==> src/rtl/pipe_stage_skid.sv <==
// Inter-stage pipeline register with valid/ready handshake,
// optional one-entry skid buffer, branch flush and exception flush.
module pipe_stage_skid #(
  parameter int DATA_W = 128,
  parameter int PC_W = 32,
  parameter logic [PC_W-1:0] RESET_PC = PC_W'(32'h0000_3000),
  parameter logic [PC_W-1:0] EXC_PC = PC_W'(32'h0000_4180),
  parameter bit SKID = 1'b1
) (
  input  logic              clk,
  input  logic              reset,
  input  logic              in_valid,
  output logic              in_ready,
  input  logic [PC_W-1:0]   in_pc,
  input  logic [DATA_W-1:0] in_data,
  input  logic              flush,
  input  logic              req,
  output logic              out_valid,
  input  logic              out_ready,
  output logic [PC_W-1:0]   out_pc,
  output logic [DATA_W-1:0] out_data,
  output logic              skid_full
);

  logic              mv;
  logic [PC_W-1:0]   mpc;
  logic [DATA_W-1:0] mdata;
  logic              sv;
  logic [PC_W-1:0]   spc;
  logic [DATA_W-1:0] sdata;
  logic              take;
  logic              acc;

  assign take = !mv || out_ready;
  // With a skid entry, in_ready is a flop output so out_ready never reaches it.
  assign in_ready = SKID ? !sv : take;
  assign acc = in_valid && in_ready;

  assign out_valid = mv;
  assign out_pc = mpc;
  assign out_data = mdata;
  assign skid_full = sv;

  always_ff @(posedge clk or posedge reset) begin
    if (reset) begin
      mv <= 1'b0;
      mpc <= RESET_PC;
      mdata <= '0;
    end else if (req) begin
      mv <= 1'b0;
      mpc <= EXC_PC;
      mdata <= '0;
    end else if (flush) begin
      mv <= 1'b0;
      mdata <= '0;
    end else if (take) begin
      if (sv) begin
        mv <= 1'b1;
        mpc <= spc;
        mdata <= sdata;
      end else if (acc) begin
        mv <= 1'b1;
        mpc <= in_pc;
        mdata <= in_data;
      end else begin
        mv <= 1'b0;
      end
    end
  end

  generate
    if (SKID) begin : g_skid
      always_ff @(posedge clk or posedge reset) begin
        if (reset) begin
          sv <= 1'b0;
          spc <= '0;
          sdata <= '0;
        end else if (req || flush) begin
          sv <= 1'b0;
        end else if (take) begin
          sv <= sv && acc;
          if (sv && acc) begin
            spc <= in_pc;
            sdata <= in_data;
          end
        end else if (acc) begin
          sv <= 1'b1;
          spc <= in_pc;
          sdata <= in_data;
        end
      end
    end else begin : g_flat
      assign sv = 1'b0;
      assign spc = '0;
      assign sdata = '0;
    end
  endgenerate

endmodule

==> config.mk <==
export PLATFORM = sky130hd
export DESIGN_NAME = pipe_stage_skid
export DESIGN_NICKNAME = d
export VERILOG_FILES = /design/src/rtl/pipe_stage_skid.sv
export SDC_FILE = /design/constraint.sdc
export NUM_CORES = 1
export LEC_CHECK = 0
export ABC_AREA = 1
export CAP_MARGIN = 40
export CORE_UTILIZATION = 55
export DETAILED_ROUTE_END_ITERATION = 10
export GPL_TIMING_DRIVEN = 0
export PLACE_DENSITY = 0.88
export SYNTH_ARGS = -nofsm -noshare
export SYNTH_HDL_FRONTEND = slang
export SYNTH_SLANG_ARGS = --single-unit
==> constraint.sdc <==
create_clock -name clk -period 36.8 [get_ports clk]
set_input_delay 9.2 -clock clk [delete_from_list [all_inputs] [get_ports clk]]
set_output_delay 9.2 -clock clk [all_outputs]
set_load 0.01 [all_outputs]
==> key figures, run 1 <==
Detailed routing
  – DRC: 0
  – Antenna Violating Nets Remaining: 0
  – Total Wirelength: 44700 um
  – Drt initial violations: 1404
  – Via count: 14400
  – Vias per cell: 5.46
  – 1st-pass router iterations: 7
  – WL per Instance: 16.9 um

Clock network
  – TritonCTS clock tree: built
  – Hold Buf Count CTS: 0
  – Max clock buf depth: 3
  – Postcts setup bufs: 0
  – Root Buffer: clkbuf_16
  – Clk_lat worst skew: 0.50 ns
  – Sink Count: 322
  – Num CTS Buffers: 35
  – H-tree levels: 2
  – CTS resizes: 0
  – Worst-path clk slew: 0.06 ns

Pwr
  – Leakage power total: 10.4 nW
  – Design Power: 0.892 mW
  – Pwr Density: 45.6 mW/mm2
  – VDD IR max: 0.0429 mV

Finish
  – Post-route cell area: 0.0196 mm2
  – Most frequent cells in the layout: nand2_1, clkdlybuf4s50_1, dfrtp_1
  – Area grow syn2layout: 34.8%
  – Non-filler cells, final: 2641
  – Fin nets: 2445
  – Share of layout cells above drive strength 1: 0.0664
  – Fillers: 1823
  – Final Util: 0.753
  – Commonest non-fill, non-tap cell in the layout: nand2_1

Logic synthesis
  – Register area share after synthesis: 0.555
  – Syn nets: 2077
  – Seq cells post-synth: 322
  – Gate Count Post-Synth: 1911
  – Syn avg cell area: 7.59 um2
  – Netlist cell types: 18
  – Mapped Area: 0.0145 mm2
  – Warnings from Yosys: 0

Global routing
  – Initial antenna violation count: 3
  – First-pass GRT wire length: 70600 um
  – GR Util All Layers: 0.333
  – Vias in the first global route: 14100
  – Largest net degree at the start of global routing: 100
  – Grt ovf: 0

STA
  – Final Max Tran Viols: 0
  – Slew margin rel.: 0.629
  – Crit share post-route: 0.324
  – Final Setup Violations: 0
  – RSZ-0062 raised after global routing: no
  – Minimum clock period: 11.91 ns
  – Setup TNS: 0 ns
  – Clock Skew: 0.00782 ns
  – Max Fclk: 84.0 MHz
  – Least-Margin Pin Slew: 0.556 ns
  – Hold Vio Cnt, Final: 0

Worst hold path
  – Hold Path Class: flip-flop to flip-flop

Floorplanning
  – Initial Util: 0.558
  – FP Rows: 59
  – Die width: 164 um
  – Die Footprint: 0.0270 mm2
  – I/O pin count: 329
  – Die H: 164 um
  – CORE AREA: 0.0260 mm2

Setup path
  – Critical path's most frequent cell: buf_2
  – Setup crit end kind: primary output
  – Crit path DAT: 2.71 ns
  – Crit path max-delay family: buffers and inverters
  – Critical path class: flip-flop to primary output
  – CP max FO: 10
  – Crit path max-delay cell type: clkdlybuf4s50_1
  – Worst setup SP type: flip-flop
  – Crit path required time: 27.60 ns
  – Slowest stage delay, CP: 0.60 ns
  – Critical-path cell list: buf_2 > inv_2 > buf_4 > buf_2 > buf_2 > clkdlybuf4s50_1
  – Worst path bufs/invs: 6

Flow run
  – Max Cap Viol: 0

Place
  – Post-DP Area: 0.0183 mm2
  – Port buffer count: 328
  – # placed instances: 2577
  – Detailed Place HPWL: 31200 um
  – Routability cong.: 0.893

Run status
  – Status: finished, final reports clean
[cell families (layout without fill, tap and decap cells)]
family / after synthesis / after routing / synth area share
simple gates: 1393 / 1393 / 0.377
other cells: 0 / 2 / 0
compound gates: 62 / 62 / 0.0214
buf+inv: 134 / 527 / 0.0464
flops: 322 / 322 / 0.555
[power by group]
group          internal [mW]  switching, mW  total, mW
logic                 0.0489         0.0576      0.107
registers              0.388         0.0197      0.408
clock network          0.235          0.143      0.378
[cells in the mapped netlist]
library cell,number,area share
buf_1,13,0.0034
nand2_2,1,0.00043
buf_2,55,0.019
clkbuf_1,33,0.0085
nor2_4,3,0.0023
inv_2,3,0.00078
nand2_1,1223,0.32
nor2_1,1,0.00026
clkinv_1,1,0.00026
buf_6,2,0.0016
nand4_2,1,0.00086
buf_4,23,0.012
inv_1,4,0.0010
o21ai_0,1,0.00034
dfrtp_1,320,0.55
nand3_1,164,0.057
dfstp_2,2,0.0036
a21oi_1,61,0.021
[tightest hold or removal path: stages, from the launching register on]
cell and delay (ns):
dfrtp_1 0.34, nand2_1 0.05, nand2_1 0.05
[flip-flops by register name, summed over array words and instances, names as in the netlist]
name,cells
skid_full,1
out_valid,1
out_pc,32
spc,32
out_data,128
sdata,128
[cell type report]
cell class                      count  area (um2)  area share
Buffer                            126         643      0.0329
Inverter                            8        37.5     0.00192
Tap cell                          335         419      0.0214
Antenna cell                        2        5.00    0.000256
Sequential cell                   322        8060       0.412
Clock buffer                       45        1010      0.0514
Clock inverter                     17         240      0.0123
Multi-Input combinational cell   1455        5780       0.295
Timing Repair Buffer              331        3370       0.172
[per-stage QoR]
stage          setup slack (ns)  hold WS (ns)
4_1_cts                   24.88         0.473
5_1_grt                   24.82         0.488
3_3_place_gp              15.03         0.453
3_5_place_dp              25.40         0.458
6_report                  24.89         0.471
2_1_floorplan             18.69         0.442
[final timing paths]
path / startpoint / endpoint / slack (ns) / cells after the start
max: skid_full$_DFFE_PP0P_ / in_ready / 24.89 / 6
min reg2reg: spc[15]$_DFFE_PP0P_ / spc[15]$_DFFE_PP0P_ / 0.47 / 2
min: spc[15]$_DFFE_PP0P_ / spc[15]$_DFFE_PP0P_ / 0.47 / 2
min in group asynchronous: reset / out_data[57]$_DFFE_PP0P_ / 9.10 / 2
max reg2reg: skid_full$_DFFE_PP0P_ / out_data[80]$_DFFE_PP0P_ / 34.80 / 9
max in group asynchronous: reset / out_pc[12]$_DFFE_PP1P_ / 26.03 / 5
[metal layers]
layer  vias up  part of all wire  track usage
li1       6647                 -            -
met1      6868              0.39        0.429
met2       731              0.47        0.537
met3       173             0.081       0.0527
met4         2             0.060        0.196
met5         -           0.00029            0
Power figures use the tool's default switching activity.
==> run 2, diff against run 1 <==
--- a/config.mk
+++ b/config.mk
@@ -7,10 +7,10 @@
 export LEC_CHECK = 0
 export ABC_AREA = 1
 export CAP_MARGIN = 40
-export CORE_UTILIZATION = 55
+export CORE_UTILIZATION = 51
 export DETAILED_ROUTE_END_ITERATION = 10
 export GPL_TIMING_DRIVEN = 0
-export PLACE_DENSITY = 0.88
+export PLACE_DENSITY = 0.83
 export SYNTH_ARGS = -nofsm -noshare
 export SYNTH_HDL_FRONTEND = slang
 export SYNTH_SLANG_ARGS = --single-unit
==> constraint.sdc (replaced) <==
create_clock -name clk -period 11.85 [get_ports clk]
set_input_delay 2.9625 -clock clk [delete_from_list [all_inputs] [get_ports clk]]
set_output_delay 2.9625 -clock clk [all_outputs]
set_load 0.01 [all_outputs]
==> run 2 against run 1 <==
Effect of this change:
- clock power grew to 3.1 times the previous value
- utilization is 4.5 points lower
- global-route usage is 2.1 points lower
- die area is 7.7% higher
- first-iteration DRC count is 15% lower
- hold slack worse by 0.00093 ns
- register-to-register slack worse by 25 ns
- cell count is 1.9% higher
- critical path type unchanged
- power grew to 3.1 times the previous value
- critical path depth stayed put
- largest power group unchanged
- routed wire length is 0.80% higher
==> key figures, run 2 (synthesized netlist as in run 1, its figures left out) <==
Clock network
  – H-tree levels: 2
  – Root Buffer: clkbuf_16
  – Max clock buf depth: 3
  – Hold Buf Count CTS: 0
  – CTS resizes: 0
  – Postcts setup bufs: 0
  – Sink Count: 322
  – TritonCTS clock tree: built
  – Worst-path clk slew: 0.06 ns
  – Clk_lat worst skew: 0.51 ns
  – Num CTS Buffers: 36

Pwr
  – Sequential power share: 0.454
  – Gate power share: 0.119
  – Clock Power Share: 0.426
  – Leakage power total: 10.5 nW
  – Switch share: 0.247
  – Pwr Density: 141 mW/mm2
  – VDD IR max: 0.105 mV
  – Sw power: 0.688 mW
  – P_int: 2.10 mW

Finish
  – Most frequent cells in the layout: nand2_1, clkdlybuf4s50_1, dfrtp_1
  – Commonest non-fill, non-tap cell in the layout: nand2_1
  – Share of layout cells above drive strength 1: 0.0684
  – Fin nets: 2452
  – Area grow syn2layout: 35.9%

STA
  – Final Setup Violations: 0
  – RSZ-0062 raised after global routing: no
  – Minimum clock period: 5.73 ns
  – Least-Margin Pin Slew: 0.588 ns
  – Fin Hold WS: 0.470 ns
  – Clock Skew: 0.0115 ns
  – Crit share post-route: 0.484
  – Hold Vio Cnt, Final: 0
  – Final Max Tran Viols: 0
  – Setup TNS: 0 ns
  – Max Fclk: 175 MHz
  – Slew margin rel.: 0.608

Flow run
  – Max Cap Viol: 0

Global routing
  – First-pass GRT wire length: 70600 um
  – Vias in the first global route: 13700
  – Initial antenna violation count: 2
  – Grt ovf: 0
  – GR Util All Layers: 0.313
  – Largest net degree at the start of global routing: 39

Place
  – Routability cong.: 0.873
  – Detailed Place HPWL: 31700 um
  – Port buffer count: 328

Detailed routing
  – DRC: 0
  – Antenna Violating Nets Remaining: 0
  – Vias per cell: 5.30
  – Via count: 14300
  – 1st-pass router iterations: 7
  – WL per Instance: 16.8 um
  – Total Wirelength: 45100 um
  – Drt initial violations: 1191

Setup path
  – Setup crit end kind: primary output
  – CP max FO: 10
  – Worst setup SP type: flip-flop
  – Critical path class: flip-flop to primary output
  – Crit path DAT: 2.77 ns
  – Crit path required time: 8.89 ns

Floorplanning
  – Die H: 171 um
  – FP Rows: 61
  – Initial Util: 0.521
  – I/O pin count: 329
  – Die Footprint: 0.0291 mm2
  – Die width: 171 um
  – CORE AREA: 0.0279 mm2

Worst hold path
  – Hold Path Class: flip-flop to flip-flop

Run status
  – Status: finished, final reports clean
run 2: cell count changes in the layout (fill, tap and decap cells not counted), sizes merged:
cell	before	now
diode	2	3
inv	7	6
clkbuf	78	85
bufinv	6	5
buf	96	102
clkinv	10	6
run 2: metrics by stage:
step / worst slack, ns / power [mW] / utilization / area, um2 / instances
floorplan: 4.59 / 1.43 / - / 14500 / 1911
global placement: 2.40 / 1.59 / 0.656 / 18300 / 2617
detailed placement: 6.68 / 1.61 / 0.662 / 18500 / 2626
CTS: 6.14 / 2.80 / 0.708 / 19700 / 2689
global route: 6.07 / 2.89 / 0.708 / 19700 / 2691
finish: 6.12 / 2.79 / 0.708 / 19700 / 2692
run 2: final timing paths:
kind                                            start                        to  slack (ns)  cells after the start
worst max-delay path            skid_full$_DFFE_PP0P_                  in_ready        6.12                      6
worst min-delay path            sdata[39]$_DFFE_PP0P_     sdata[39]$_DFFE_PP0P_        0.47                      2
worst max register to register  skid_full$_DFFE_PP0P_  out_data[75]$_DFFE_PP0P_        9.82                      9
worst min register to register  sdata[39]$_DFFE_PP0P_     sdata[39]$_DFFE_PP0P_        0.47                      2
max in group asynchronous                       reset  out_data[80]$_DFFE_PP0P_        7.95                      5
min in group asynchronous                       reset  out_data[12]$_DFFE_PP0P_        2.82                      2
run 2: worst max-delay path, stage by stage (launching register included):
cell             delay [ns]
dfrtp_1                0.38
buf_2                  0.20
inv_2                  0.09
buf_4                  0.23
buf_2                  0.42
buf_2                  0.33
clkdlybuf4s50_1        0.61
run 2: power by group through the flow:
stage	Clock (mW)	Combinational (mW)	Sequential (mW)
final	1.19	0.333	1.27
after global routing	1.24	0.372	1.28
after CTS	1.20	0.335	1.27
after detailed placement	0	0.331	1.28
after global placement	0	0.313	1.28
after floorplan	0	0.150	1.28
run 2: area by class of cell:
cell class / count / area [um2]
diodes: 3 / 7.51
plain buffers: 126 / 643
clock buffers: 52 / 1080
clock inverters: 11 / 183
fillers: 2111 / 8130
inverters: 8 / 33.8
multi-input cells: 1455 / 5780
flip-flops and latches: 322 / 8060
well taps: 378 / 473
repair buffers: 337 / 3460
run 2: per-layer routing:
layer	vias to the layer above	global-route usage	share of wire
met2	648	0.514	0.47
met5	-	0	0
met4	0	0.147	0.045
met1	6836	0.398	0.40
met3	129	0.0620	0.077
li1	6650	-	-
